[src/rtl/shift_out_pkg.sv]
// Shared types and default sizing for the shift_out serial transmitter.
package shift_out_pkg;

    // Transfer sequencing: wait for a word, clock it out, strobe the storage register.
    typedef enum logic [1:0] {
        IDLE  = 2'd0,
        SHIFT = 2'd1,
        LATCH = 2'd2
    } state_e;

    localparam int DATA_W_DEF  = 8;
    localparam int CLK_DIV_DEF = 4;

endpackage : shift_out_pkg

[src/rtl/shift_out_sva.sv]
// Protocol checks on the serial outputs: data is stable while the serial
// clock is high, and the latch strobe never overlaps a serial clock pulse.
module shift_out_sva (
    input logic i_clk,
    input logic i_rst_n,
    input logic i_sclk,
    input logic i_sdata,
    input logic i_latch
);

    // Serial data must hold for the whole high phase of the serial clock.
    property p_sdata_stable_high;
        @(posedge i_clk) disable iff (!i_rst_n)
            ($past(i_sclk) && i_sclk) |-> $stable(i_sdata);
    endproperty
    a_sdata_stable_high : assert property (p_sdata_stable_high);

    // Storage strobe and serial clock are mutually exclusive.
    property p_latch_sclk_excl;
        @(posedge i_clk) disable iff (!i_rst_n)
            !(i_latch && i_sclk);
    endproperty
    a_latch_sclk_excl : assert property (p_latch_sclk_excl);

endmodule : shift_out_sva

[src/rtl/shift_out_tick.sv]
// Half-period tick generator: pulses o_tick on the last of every CLK_DIV
// enabled cycles. i_clr holds the count at zero so each transfer starts
// a fresh half-period.
module shift_out_tick
    import shift_out_pkg::*;
#(
    parameter int CLK_DIV = CLK_DIV_DEF
) (
    input  logic i_clk,
    input  logic i_rst_n,
    input  logic i_en,
    input  logic i_clr,
    output logic o_tick
);

    localparam int                CNT_W    = $clog2(CLK_DIV + 1);
    localparam logic [CNT_W-1:0] CNT_LAST = CNT_W'(CLK_DIV - 1);

    logic [CNT_W-1:0] cnt_q;
    logic [CNT_W-1:0] cnt_d;
    logic             tick_s;

    // Tick fires on the final cycle of an enabled half-period.
    always_comb begin
        tick_s = 1'b0;
        if (i_en && (cnt_q == CNT_LAST)) begin
            tick_s = 1'b1;
        end else begin
            tick_s = 1'b0;
        end
    end

    // Next count: clear wins, otherwise count up and wrap after the last cycle.
    always_comb begin
        cnt_d = cnt_q;
        if (i_clr) begin
            cnt_d = '0;
        end else if (i_en) begin
            if (cnt_q == CNT_LAST) begin
                cnt_d = '0;
            end else begin
                cnt_d = cnt_q + CNT_W'(1);
            end
        end else begin
            cnt_d = cnt_q;
        end
    end

    // Divider count register.
    always_ff @(posedge i_clk or negedge i_rst_n) begin
        if (!i_rst_n) begin
            cnt_q <= '0;
        end else begin
            cnt_q <= cnt_d;
        end
    end

    assign o_tick = tick_s;

endmodule : shift_out_tick

[src/rtl/shift_out.sv]
// Parallel-to-serial transmitter for a D-flip-flop shift-register chain with
// a storage-register strobe. Bits go out MSB first by default; defining
// SHIFT_OUT_LSB_FIRST_EN sends them LSB first with identical timing.
// The current bit is picked from the unchanging shadow word by a one-hot mask.
module shift_out
    import shift_out_pkg::*;
#(
    parameter int DATA_W  = DATA_W_DEF,
    parameter int CLK_DIV = CLK_DIV_DEF
) (
    input  logic              i_clk,
    input  logic              i_rst_n,
    input  logic              i_valid,
    input  logic [DATA_W-1:0] i_data,
    output logic              o_ready,
    output logic              o_sclk,
    output logic              o_sdata,
    output logic              o_latch
);

    localparam int BIT_W = $clog2(DATA_W + 1);

`ifdef SHIFT_OUT_LSB_FIRST_EN
    localparam logic [DATA_W-1:0] MASK_FIRST = DATA_W'(1);
`else
    localparam logic [DATA_W-1:0] MASK_FIRST = (DATA_W'(1) << (DATA_W - 1));
`endif

    state_e            state_q;
    logic [DATA_W-1:0] shadow_q;
    logic [DATA_W-1:0] mask_q;
    logic [DATA_W-1:0] mask_d;
    logic [BIT_W-1:0]  bit_cnt_q;
    logic              ready_q;
    logic              sclk_q;
    logic              sdata_q;
    logic              latch_q;
    logic              tick_s;
    logic              tick_en_s;
    logic              tick_clr_s;
    logic              last_bit_s;

    // Divider runs only while a transfer is in flight and restarts from zero on acceptance.
    always_comb begin
        tick_en_s  = 1'b0;
        tick_clr_s = 1'b0;
        if (state_q == IDLE) begin
            tick_en_s  = 1'b0;
            tick_clr_s = 1'b1;
        end else begin
            tick_en_s  = 1'b1;
            tick_clr_s = 1'b0;
        end
    end

    shift_out_tick #(
        .CLK_DIV (CLK_DIV)
    ) u_tick (
        .i_clk   (i_clk),
        .i_rst_n (i_rst_n),
        .i_en    (tick_en_s),
        .i_clr   (tick_clr_s),
        .o_tick  (tick_s)
    );

    // Advance the bit-select mask one position in transmit order.
    always_comb begin
        mask_d = mask_q;
`ifdef SHIFT_OUT_LSB_FIRST_EN
        mask_d = mask_q << 1;
`else
        mask_d = mask_q >> 1;
`endif
    end

    // The bit just clocked out is the final one of the word.
    always_comb begin
        last_bit_s = 1'b0;
        if (bit_cnt_q == BIT_W'(DATA_W - 1)) begin
            last_bit_s = 1'b1;
        end else begin
            last_bit_s = 1'b0;
        end
    end

    // Transfer FSM with all outputs registered.
    always_ff @(posedge i_clk or negedge i_rst_n) begin
        if (!i_rst_n) begin
            state_q   <= IDLE;
            shadow_q  <= '0;
            mask_q    <= '0;
            bit_cnt_q <= '0;
            ready_q   <= 1'b1;
            sclk_q    <= 1'b0;
            sdata_q   <= 1'b0;
            latch_q   <= 1'b0;
        end else begin
            case (state_q)
                IDLE: begin
                    sclk_q  <= 1'b0;
                    latch_q <= 1'b0;
                    if (i_valid) begin
                        shadow_q  <= i_data;
                        mask_q    <= MASK_FIRST;
                        sdata_q   <= |(i_data & MASK_FIRST);
                        bit_cnt_q <= '0;
                        ready_q   <= 1'b0;
                        state_q   <= SHIFT;
                    end else begin
                        ready_q <= 1'b1;
                    end
                end
                SHIFT: begin
                    if (tick_s) begin
                        if (!sclk_q) begin
                            sclk_q <= 1'b1;
                        end else begin
                            // Falling phase: the only point where serial data may move.
                            sclk_q    <= 1'b0;
                            bit_cnt_q <= bit_cnt_q + BIT_W'(1);
                            if (last_bit_s) begin
                                latch_q <= 1'b1;
                                state_q <= LATCH;
                            end else begin
                                mask_q  <= mask_d;
                                sdata_q <= |(shadow_q & mask_d);
                            end
                        end
                    end
                end
                LATCH: begin
                    if (tick_s) begin
                        latch_q <= 1'b0;
                        ready_q <= 1'b1;
                        state_q <= IDLE;
                    end
                end
                default: begin
                    state_q <= IDLE;
                    ready_q <= 1'b1;
                    sclk_q  <= 1'b0;
                    latch_q <= 1'b0;
                end
            endcase
        end
    end

    assign o_ready = ready_q;
    assign o_sclk  = sclk_q;
    assign o_sdata = sdata_q;
    assign o_latch = latch_q;

    shift_out_sva u_sva (
        .i_clk   (i_clk),
        .i_rst_n (i_rst_n),
        .i_sclk  (sclk_q),
        .i_sdata (sdata_q),
        .i_latch (latch_q)
    );

endmodule : shift_out

[config.mk]
export PLATFORM = sky130hd
export DESIGN_NAME = shift_out
export DESIGN_NICKNAME = d
export VERILOG_FILES = /design/src/rtl/shift_out_pkg.sv /design/src/rtl/shift_out_sva.sv /design/src/rtl/shift_out_tick.sv /design/src/rtl/shift_out.sv
export SDC_FILE = /design/constraint.sdc
export NUM_CORES = 1
export LEC_CHECK = 0
export BUFFER_PORTS_ARGS = -buffer_cell sky130_fd_sc_hd__buf_4
export CAP_MARGIN = 20
export CORE_ASPECT_RATIO = 1.1
export CORE_MARGIN = 2
export CORE_UTILIZATION = 40
export DETAILED_ROUTE_END_ITERATION = 8
export PLACE_DENSITY = 0.55
export SLEW_MARGIN = 20
export SYNTH_ARGS = -nofsm -noshare
export SYNTH_HDL_FRONTEND = slang
export SYNTH_SLANG_ARGS = --single-unit
[constraint.sdc]
create_clock -name i_clk -period 3.3 [get_ports i_clk]
set_input_delay 0.66 -clock i_clk [delete_from_list [all_inputs] [get_ports i_clk]]
set_output_delay 0.66 -clock i_clk [all_outputs]
set_load 0.01 [all_outputs]
Yosys cells after proc, flatten, opt, wreduce, memory -nomap -nowiden
Index checks and enable logic that the tools add are counted.
- multiplexer cells: 38
- bitwise gates (word level): 3
- reductions and logical operators: 11
- equality and inequality tests: 11
- add/subtract/negate cells: 2
- operators with widths (kind ; count):
    8-bit two-way mux ; 4
    1-bit two-way mux ; 16
    8-bit one-hot mux with 2 select lines ; 1
    2-bit != test, second input constant ; 7
    4-bit two-way mux ; 3
    2-bit two-way mux ; 5
    5-bit AND reduction ; 2
    3-bit two-way mux ; 3
    8-bit by 7-bit bitwise AND with 8-bit output ; 1
    4-bit one-hot mux with 2 select lines ; 1
    4-bit AND reduction ; 2
    8-bit OR reduction ; 1
    1-bit one-hot mux with 2 select lines ; 3
    2-bit one-hot mux with 3 select lines ; 1
    2-bit AND reduction ; 3
    4-bit by 1-bit adder with 4-bit output, second input constant ; 1
    4-bit by 3-bit == test with 1-bit output, second input constant ; 1
    3-bit by 1-bit adder with 3-bit output, second input constant ; 1
    3-bit by 2-bit == test with 1-bit output, second input constant ; 1
    1-bit one-hot mux with 3 select lines ; 1
    2-bit by 1-bit == test with 1-bit output, second input constant ; 1
    2-bit == test, second input constant ; 1
    2-bit logical NOT ; 1
    1-bit NOT ; 2
    2 further kinds ; 2
- bits of input ports: 11
- logic and storage cells: 74
- register bits: 29

Longest topological paths before layout
Gate-level depths: netlist (run 1).
- word-level depth: 6
- mapped depth: 6
- gate-level depth less buffers: 5

Cells and area by module
Synthesis (run 1) repeated with hierarchy kept, for this count alone.
- cell total of the unflattened synthesis: 115
- area, all modules: 1278.7 um^2
- modules (own cells, without submodules) (module ; instances ; area each (um^2) ; seq. area each (um^2) ; cells each):
    shift_out ; 1 ; 1133.6 ; 601.8 ; 101
    shift_out_tick ; 1 ; 145.1 ; 75.1 ; 14

Worst setup path before layout (run 1)
OpenSTA, ideal clock, no wires.
- path type: register to register
- from: register bit_cnt_q[0]
- to: register mask_q[1]
- arrival: 1.264 ns
- setup time: 0.121 ns
- cell stages (with the launch flop): 6
- setup slack: 1.915 ns
- required time: 3.179 ns
- clock period less this slack: 1.385 ns
- path through: dfrtp_1 > ha_1 > and3b_1 > nand2_1 > nand2_4 > a22o_1
- word-level cells in the longest chain between the ends: 4
- RTL lines (element ; line ; RTL):
    from (decl) ; shift_out.sv:33 ; logic [BIT_W-1:0] bit_cnt_q;
    from (signal assigned) ; shift_out.sv:120 ; bit_cnt_q <= bit_cnt_q + BIT_W'(1);
    4-bit by 3-bit == test with 1-bit output ; shift_out.sv:79 ; if (bit_cnt_q == BIT_W'(DATA_W - 1)) begin
    1-bit two-way mux ; shift_out.sv:79 ;
    2-bit != test (no line) ; -- ;
    5-bit AND reduction (no line) ; -- ;
    to (signal assigned) ; shift_out.sv:125 ; mask_q <= mask_d;
    to (decl) ; shift_out.sv:31 ; logic [DATA_W-1:0] mask_q;
Every way passes these cells.
A chain may end at the register's enable or synchronous reset.

Worst setup path after layout (run 1)
- from: register state_q[0]
- to: register shadow_q[6]
- word-level cells in the longest chain between the ends: 2
- RTL lines (element ; line ; RTL):
    from (decl) ; shift_out.sv:29 ; state_e state_q;
    from (signal assigned) ; shift_out.sv:89 ; state_q <= IDLE;
    from (signal assigned) ; shift_out.sv:108 ; state_q <= SHIFT;
    from (signal assigned) ; shift_out.sv:123 ; state_q <= LATCH;
    2-bit logical NOT ; shift_out.sv:98 ; case (state_q)
    2-bit AND reduction (no line) ; -- ;
    to (signal assigned) ; shift_out.sv:103 ; shadow_q <= i_data;
    to (decl) ; shift_out.sv:30 ; logic [DATA_W-1:0] shadow_q;
Every way passes these cells.

==> impl_metrics.ini, run 1 <==
[worst_setup_path]
arrival_ns = 1.98
crit_end = shadow_q[6]
cp_cell_sequence = nor2_1, and2_1, mux2_4
critical_path.endpoint_type = flip-flop
critPathMaxFanout = 12
rr_startpoint = state_q[0]
crit_start = state_q[0]
path_class = flip-flop to flip-flop
crit_path_max_incr_delay_ns = 0.55
start_kind = flip-flop
required_ns = 3.52
reg2reg_to = shadow_q[6]
r2r_slack_ns = 1.54
reg2reg_depth = 3
slowest_stage = dfrtp_1

[clock_network]
ctsResizeCount = 0
worstSkewPairLatency_ns = 0.32
cts_tree = built
ctsHoldBuffers = 0
cts_root_buffer = clkbuf_4
clkSinkCount = 27
clk_pin_slew_worst_paths_ns = 0.13
clock_path_buffers = 2
cts_buffers = 3
post_cts_buffers = 0
htreeDepth = 1

[run_status]
status = finished, final reports clean

[pwr]
cellPowerDensity_nw_per_um2 = 343
ir_drop_v = 0.000170
p_leak_nw = 0.640
power_w = 0.000486

[logic_synthesis]
syn_inst = 99
synth_edf_count = 0
netlist_area_um2 = 1280
synth_warnings = 0
ys_types = 37
yosysTopAreaCellShare_pct = 50.7
synth-async-reset-ratio_pct = 100
syn_nets = 112
synthFlopType = dfrtp_1
netlist.top_cell.by_area = dfrtp_1
ys_ff_latch = 27
avgSynthCellArea_um2 = 13.0
ys_seq_area_share_pct = 52.7
ys_top_cells_by_area = dfrtp_1 51%, mux2_4 8.2%, a22o_1 5.5%, nor2_1 2.6%, buf_6 2.6%

[timing]
setup_viol = 0
fmax_ghz = 0.567
fin_tns_setup_ns = 0
slew_viol_final = 0
min_period_ns = 1.76
fin_crit_sh_pct = 53.5
finalHoldViolCount = 0
rsz0062_at_grt = false
fin_skew_ns = 0.00477
maxSlewHeadroom_pct = 65.0
tightest_slew_ns = 0.526

[die]
boundaryPins = 15
die_y_um = 63.4
initial_core_util_pct = 42.1
die-area_um2 = 3680
die_w_um = 58.0
core_um2 = 3050
rows = 21

[job]
max-cap-violations = 0

[global_route]
grt_usage_pct = 14.2
antenna_found_initial = 0
first_global_vias = 816
overflow = 0
grt_max_degree = 28
grt_first_pass_wirelength_mm = 3.95

[placement]
io_buffers = 14
hpwl_mm = 1.70
globalplace.congestion = 0.763

[cells_and_area]
nNetsFinal = 127
finish.utilization_pct = 46.5
area.growth.synth_to_final_pct = 10.4
fillers = 287
drive_gt1_share_pct = 28.3
num_antenna_cells = 0

[hold_path]
min-delay-path-class = primary input to async pin

[drt]
final_antenna_net_count = 0
avgRoutedWirePerCell_um = 15.6
drc = 0
first_iter_violations = 35
vias = 776
avgViaCountPerCell = 5.28
first_pass_iters = 4
postRouteWirelength_mm = 2.29
-- Yosys cell counts (3+ instances only) --
master and count:
dfrtp_1 26, buf_6 3, nor2_1 9, nand2_1 4
nand3_1 3, a21oi_1 3, mux2_4 7, a22o_1 8
nor2b_1 3
-- how the worst min path moves through the flow --
stage                     from               to  slack [ns]  cells past startpoint
2_1_floorplan          i_rst_n     bit_cnt_q[0]        0.36                      0
3_3_place_gp   u_tick.cnt_q[0]  u_tick.cnt_q[0]        0.44                      1
3_5_place_dp   u_tick.cnt_q[0]  u_tick.cnt_q[0]        0.43                      1
4_1_cts                i_rst_n        mask_q[1]        0.22                      1
5_1_grt                i_rst_n      shadow_q[5]        0.22                      1
6_report               i_rst_n      shadow_q[3]        0.22                      1
-- state kept, by name, indices dropped and copies added (netlist names) --
name / count
mask_q: 7
u_tick.cnt_q: 3
o_sclk: 1
bit_cnt_q: 4
state_q: 2
o_ready: 1
shadow_q: 7
o_sdata: 1
o_latch: 1
-- cell type report --
class / instances / area, um2 / area share, %
Sequential cell: 27 / 677 / 47.7
Multi-Input combinational cell: 68 / 566 / 39.9
Timing Repair Buffer: 14 / 105 / 7.41
Tap cell: 34 / 42.5 / 3.00
Clock buffer: 3 / 22.5 / 1.59
Clock inverter: 1 / 5.00 / 0.353
-- logic make-up (layout without fill, tap and decap cells) --
kind of cell	Yosys count	after routing	share of synthesized area (%)
XOR/XNOR	2	2	1.36
adder cells (fa/ha/maj)	2	2	1.95
AO/OA/AOI/OAI	24	24	15.4
multiplexers	8	8	8.97
flip-flops	27	27	52.7
buffers and inverters	4	18	3.22
AND/OR/NAND/NOR	32	32	16.4
-- power by group --
part           total [W]  internal (W)  switching, W
registers       0.000331      0.000331             0
clock network   0.000139     0.0000454     0.0000931
logic          0.0000168    0.00000794    0.00000884
-- per-stage QoR --
step                      hold slack, ns  std cells  worst slack, ns  area (um2)
after floorplan                    0.364         99             1.91        1280
after global placement             0.438        143             1.61        1390
after detailed placement           0.434        143             1.58        1390
after CTS                          0.222        147             1.55        1420
after global routing               0.216        147             1.41        1420
final                              0.221        147             1.54        1420
-- critical path: cells and delay by family, from the launching register on --
| family | cells | cell delay, ns |
|---|---|---|
| AND/OR/NAND/NOR | 2 | 0.76 |
| multiplexers | 1 | 0.35 |
| flip-flops | 1 | 0.55 |
-- layer usage --
| layer | global-route usage, % | wire length (um) | vias to the layer above |
|---|---|---|---|
| li1 | - | - | 390 |
| met1 | 19.2 | 1140 | 369 |
| met2 | 22.0 | 1020 | 13 |
| met3 | 3.29 | 91 | 4 |
| met4 | 5.23 | 39 | 0 |
| met5 | 0 | 0 | - |
-- placed cells by master, fill, tap and decap left out, types with 3 or more instances in the layout --
cell type	Yosys	final
mux2_4	7	7
nor2b_1	3	3
clkbuf_4	0	3
nor2_1	9	9
dfrtp_1	26	26
nand3_1	3	3
nand2_1	4	4
buf_4	1	14
a22o_1	8	8
a21oi_1	3	3
No activity file was read; power rests on OpenSTA's default activity.
==> inputs of run 2 (changes only) <==
--- a/config.mk
+++ b/config.mk
@@ -11,7 +11,7 @@
 export CORE_MARGIN = 2
 export CORE_UTILIZATION = 40
 export DETAILED_ROUTE_END_ITERATION = 8
-export PLACE_DENSITY = 0.55
+export PLACE_DENSITY = 0.57
 export SLEW_MARGIN = 20
 export SYNTH_ARGS = -nofsm -noshare
 export SYNTH_HDL_FRONTEND = slang
==> constraint.sdc (replaced) <==
create_clock -name i_clk -period 1.6 [get_ports i_clk]
set_input_delay 0.32 -clock i_clk [delete_from_list [all_inputs] [get_ports i_clk]]
set_output_delay 0.32 -clock i_clk [all_outputs]
set_load 0.01 [all_outputs]
==> run 2 against run 1 <==
  * Sequential power up 110%
  * Global-route usage up 0.87 points
  * Fmax up 19%
  * Register-to-register slack worse by 1.4 ns
  * Routed wire length up 1.9%
  * Final cell count up 4.1%
  * First-iteration DRC count down 71%
  * Critical path depth up 1
  * Clock power up 110%
  * Sequential cell count unchanged
  * Combinational power up 110%
  * Largest cell class unchanged
  * Highest routed layer unchanged
==> impl_metrics.ini, run 2 (synthesis gave the netlist of run 1 again) <==
[run_status]
status = finished, final reports clean

[timing]
tightest_slew_ns = 0.342
slew_viol_final = 0
rsz0062_at_grt = false
fmax_ghz = 0.677
fin_crit_sh_pct = 92.4
maxSlewHeadroom_pct = 77.2
fin_skew_ns = 0.00161
setup_viol = 0
fin_tns_setup_ns = 0
finalHoldViolCount = 0
layout_setup_ws_ns = 0.122
min_period_ns = 1.48

[clock_network]
cts_buffers = 3
clock_path_buffers = 2
post_cts_buffers = 0
cts_root_buffer = clkbuf_4
clk_pin_slew_worst_paths_ns = 0.14
cts_tree = built
worstSkewPairLatency_ns = 0.32
htreeDepth = 1
clkSinkCount = 27

[global_route]
antenna_found_initial = 0
grt_first_pass_wirelength_mm = 4.14
grt_max_degree = 28
grt_usage_pct = 15.1
overflow = 0
first_global_vias = 866

[die]
core_um2 = 3050
die-area_um2 = 3680
boundaryPins = 15
die_w_um = 58.0
die_y_um = 63.4
rows = 21
initial_core_util_pct = 42.1

[hold_path]
min_to = shadow_q[3]
hold_depth = 2
min-delay-path-class = primary input to flip-flop
min-delay-start = i_data[3]

[worst_setup_path]
r2r_slack_ns = 0.12
reg2reg_depth = 4
reg2reg_to = mask_q[3]
path_class = flip-flop to flip-flop
arrival_ns = 1.75
critPathMaxFanout = 7
required_ns = 1.87
rr_startpoint = bit_cnt_q[0]
start_kind = flip-flop
critical_path.endpoint_type = flip-flop

[cells_and_area]
layout_common_cells = 26 x dfrtp_1, 18 x buf_4, 9 x nor2_1
drive_gt1_share_pct = 32.8
reg.largest.list = mask_q (7), shadow_q (7), bit_cnt_q (4)
area.growth.synth_to_final_pct = 15.5
finish.utilization_pct = 48.6
layout_commonest_cell = dfrtp_1
nNetsFinal = 133
num_antenna_cells = 0

[placement]
post-place-ws_ns = 0.112
io_buffers = 14
hpwl_mm = 1.74
globalplace.congestion = 0.794

[drt]
drc = 0
avgRoutedWirePerCell_um = 15.3
vias = 819
first_iter_violations = 10
postRouteWirelength_mm = 2.34
final_antenna_net_count = 0
first_pass_iters = 4
avgViaCountPerCell = 5.35

[pwr]
ir_drop_v = 0.000364
cellPowerDensity_nw_per_um2 = 683
p_leak_nw = 0.673

[job]
max-cap-violations = 0
==> run 2: cell count changes in the layout (fill, tap and decap cells not counted), sizes merged <==
cell	change
buf	+5
dlygate4sd3	+1
==> run 2: layout make-up <==
type / count / area (um2)
Sequential cell: 27 / 677
Fill cell: 280 / 1570
Timing Repair Buffer: 20 / 165
Clock inverter: 1 / 5.00
Tap cell: 34 / 42.5
Clock buffer: 3 / 22.5
Multi-Input combinational cell: 68 / 571
==> run 2: worst max-delay path, cell delays in order, from the launching register on <==
cell     delay [ns]
dfrtp_1        0.44
ha_1           0.24
and3b_1        0.26
nor3_4         0.30
a22o_1         0.18
==> run 2: stage by stage <==
step	hold slack, ns	std cells	total power (W)	cell area, um2
after global routing	0.194	153	0.00107	1480
final	0.215	153	0.00101	1480
after floorplan	0.0244	99	0.000697	1280
after CTS	0.205	153	0.00103	1480
after global placement	0.250	148	0.000730	1440
after detailed placement	0.254	148	0.000731	1440
==> run 2: timing repair <==
action                                 in CTS  in global routing
setup endpoints to repair                   0                  1
endpoints found under the hold margin      26                  0
resized for setup                           0                  2
hold buffers                                1                  0
==> run 2: where the power goes <==
group | internal (W) | leakage [nW] | switching (W)
combinational | 0.0000179 | 0.301 | 0.0000180
sequential | 0.000683 | 0.354 | 0
clock | 0.0000937 | 0.0177 | 0.000201
==> run 2: worst max path at each step <==
stage                      endpoint  cells past startpoint  slack, ns         start
after floorplan           mask_q[1]                      5       0.21  bit_cnt_q[0]
after global placement    mask_q[5]                      5       0.17  bit_cnt_q[0]
after detailed placement  mask_q[3]                      5       0.11  bit_cnt_q[0]
after CTS                 mask_q[3]                      5       0.09  bit_cnt_q[0]
after global routing        o_latch                      5      0.006  bit_cnt_q[0]
final                     mask_q[3]                      4       0.12  bit_cnt_q[0]
==> run 2: metal layers <==
| metal | track usage [%] | vias up | part of all wire [%] |
|---|---|---|---|
| li1 | - | 403 | - |
| met1 | 19.3 | 396 | 45 |
| met2 | 23.9 | 14 | 48 |
| met4 | 8.14 | 0 | 2.9 |
| met3 | 2.67 | 6 | 4.0 |
| met5 | 0 | - | 0 |
==> inputs of run 3 (changes only) <==
--- a/config.mk
+++ b/config.mk
@@ -5,13 +5,14 @@
 export SDC_FILE = /design/constraint.sdc
 export NUM_CORES = 1
 export LEC_CHECK = 0
+export ABC_AREA = 1
 export BUFFER_PORTS_ARGS = -buffer_cell sky130_fd_sc_hd__buf_4
 export CAP_MARGIN = 20
 export CORE_ASPECT_RATIO = 1.1
 export CORE_MARGIN = 2
 export CORE_UTILIZATION = 40
 export DETAILED_ROUTE_END_ITERATION = 8
-export PLACE_DENSITY = 0.57
+export PLACE_DENSITY = 0.58
 export SLEW_MARGIN = 20
 export SYNTH_ARGS = -nofsm -noshare
 export SYNTH_HDL_FRONTEND = slang
==> run 3 against run 2 <==
  * Hold slack got worse by 0.036 ns
  * Largest power group unchanged
  * Combinational power decreased by 7.5%
  * Die area decreased by 2.0%
  * Routed wire length decreased by 9.0%
  * Critical path depth increased by 2
  * Via count increased by 15%
  * Critical endpoint is now mask_q[1]
  * Fmax increased by 4.2%
  * Non-clock buffer count decreased by 3
  * Sequential cell count unchanged
==> impl_metrics.ini, run 3 <==
[logic_synthesis]
syn_inst = 146
synthXorXnorAreaFrac_pct = 0
avgSynthCellArea_um2 = 8.60
synthMuxAreaShare_pct = 0
synth_warnings = 0
synth_common_cells = 61 x nand2_1, 26 x dfrtp_1, 9 x inv_1, 9 x nor2_1, 7 x o21ai_2
netlist_area_um2 = 1260
synthAdderAreaFrac_pct = 1.99
yosysTopAreaCellShare_pct = 51.8
synth-async-reset-ratio_pct = 100
ys_seq_area_share_pct = 53.9
yosys.area_share.simple_pct = 30.9
synth-compound-area-share_pct = 8.47
synthFlopType = dfrtp_1
netlist.top_cell.by_area = dfrtp_1
synth_most_common_cell = nand2_1
ys_top_cells_by_area = dfrtp_1 52%, nand2_1 18%, o21ai_2 4.9%, inv_1 2.7%, nor2_1 2.7%
ys_types = 23
synth_top_family_by_area = simple AND/OR/NAND/NOR gates
synth_edf_count = 0
syn_nets = 159
ys_ff_latch = 27

[cells_and_area]
area.sequential_um2 = 677
multiInputGateArea_um2 = 519
nNetsFinal = 179
fin_area_um2 = 1430
reg.largest.list = mask_q (7), shadow_q (7), bit_cnt_q (4)
area.growth.synth_to_final_pct = 14.0
num_antenna_cells = 0
finish.utilization_pct = 47.4
drive_gt1_share_pct = 21.8
fillers = 298
layout_common_cells = 61 x nand2_1, 26 x dfrtp_1, 16 x buf_4
layout_commonest_cell = nand2_1

[hold_path]
min-delay-path-class = primary input to flip-flop

[global_route]
grt_first_pass_wirelength_mm = 3.80
first_global_vias = 881
overflow = 0
antenna_found_initial = 0
grt_usage_pct = 13.2
grt_max_degree = 28

[timing]
setup_viol = 0
fmax_ghz = 0.705
fin_tns_setup_ns = 0
min_period_ns = 1.42
fin_skew_ns = 0.00365
slew_viol_final = 0
finalHoldViolCount = 0
tightest_slew_ns = 0.340
rsz0062_at_grt = false
maxSlewHeadroom_pct = 77.4
hold_ws_ns = 0.179
fin_crit_sh_pct = 88.6

[clock_network]
clkSinkCount = 27
cts_root_buffer = clkbuf_4
clock_path_buffers = 2
clk_pin_slew_worst_paths_ns = 0.14
cts_tree = built
ctsHoldBuffers = 1
post_cts_buffers = 0
worstSkewPairLatency_ns = 0.32
cts_buffers = 3
ctsResizeCount = 0
htreeDepth = 1

[placement]
hpwl_mm = 1.60
globalplace.congestion = 0.757
io_buffers = 14
placed_area_um2 = 1400

[drt]
avgViaCountPerCell = 4.74
drc = 0
postRouteWirelength_mm = 2.13
final_antenna_net_count = 0
first_pass_iters = 4
first_iter_violations = 22
vias = 943
avgRoutedWirePerCell_um = 10.7

[pwr]
p_leak_nw = 0.764
power_w = 0.00101
cellPowerDensity_nw_per_um2 = 706
ir_drop_v = 0.000466

[job]
max-cap-violations = 0

[run_status]
status = finished, final reports clean

[worst_setup_path]
slowest_stage = dfrtp_1
critical_path.endpoint_type = flip-flop
path_class = flip-flop to flip-flop
crit_path_max_incr_delay_ns = 0.38
cp_cell_sequence = ha_1, nand2_1, o21ai_2, nand3_4, nand2_1, o21ai_2
critical_path.top_delay_family = simple AND/OR/NAND/NOR gates
critPathMaxFanout = 15
required_ns = 1.82
path_buf_inv = 0
arrival_ns = 1.64
start_kind = flip-flop

[die]
die-area_um2 = 3610
die_w_um = 57.4
die_y_um = 62.8
core_um2 = 3020
boundaryPins = 15
initial_core_util_pct = 41.6
rows = 21
run 3: cell types whose count changed in the layout (fill, tap and decap cells not counted), moves of 3 or more:
cell,before,now
nand3_1,3,6
nand2_1,3,61
mux2_4,7,0
a22o_1,8,0
nand2_2,1,4
o21ai_2,0,7
inv_1,0,9
o21ai_0,0,5
run 3: where the power goes:
| group | leakage [nW] | internal (W) | switching (W) | total (W) |
|---|---|---|---|---|
| Clock | 0.0150 | 0.0000974 | 0.000198 | 0.000296 |
| Combinational | 0.394 | 0.0000169 | 0.0000164 | 0.0000332 |
| Sequential | 0.354 | 0.000683 | 0 | 0.000683 |
run 3: worst reg2reg max path: cells and delay by family, from the launching register on:
family	cells	cell delay, ns
simple gates	3	0.49
fa+ha+maj	1	0.16
flops	1	0.38
compound gates	2	0.29
run 3: per-layer routing:
layer / GRT usage, % / routed length, um / vias up
li1: - / - / 495
met1: 19.4 / 1110 / 434
met2: 19.9 / 933 / 12
met3: 2.07 / 66 / 2
met4: 4.36 / 14 / 0
met5: 0 / 0 / -
run 3: logic make-up after synthesis:
logic type	Yosys count
and+or+nand+nor	89
DFF	27
AOI/OAI and AO/OA	16
buffers and inverters	12
adders and majority gates	2
run 3: final timing paths:
kind | end | depth (start not counted) | slack (ns) | from
min in group asynchronous | mask_q[2] | 2 | 0.43 | i_rst_n
worst min-delay path | shadow_q[6] | 3 | 0.18 | i_data[6]
max in group asynchronous | o_ready | 2 | 0.88 | i_rst_n
worst max register to register | mask_q[1] | 6 | 0.18 | u_tick.cnt_q[0]
worst max-delay path | mask_q[1] | 6 | 0.18 | u_tick.cnt_q[0]
worst min register to register | u_tick.cnt_q[0] | 1 | 0.46 | u_tick.cnt_q[0]
run 3: stage by stage:
stage,cells,worst slack [ns]
after floorplan,146,0.308
after global placement,194,0.213
after detailed placement,194,0.184
after CTS,199,0.161
after global routing,199,0.0196
final,199,0.182
run 3: layout make-up:
type	count	area share (%)
Inverter	10	2.62
Clock buffer	4	1.83
Multi-Input combinational cell	107	36.2
Sequential cell	27	47.2
Tap cell	34	2.97
Timing Repair Buffer	17	9.08
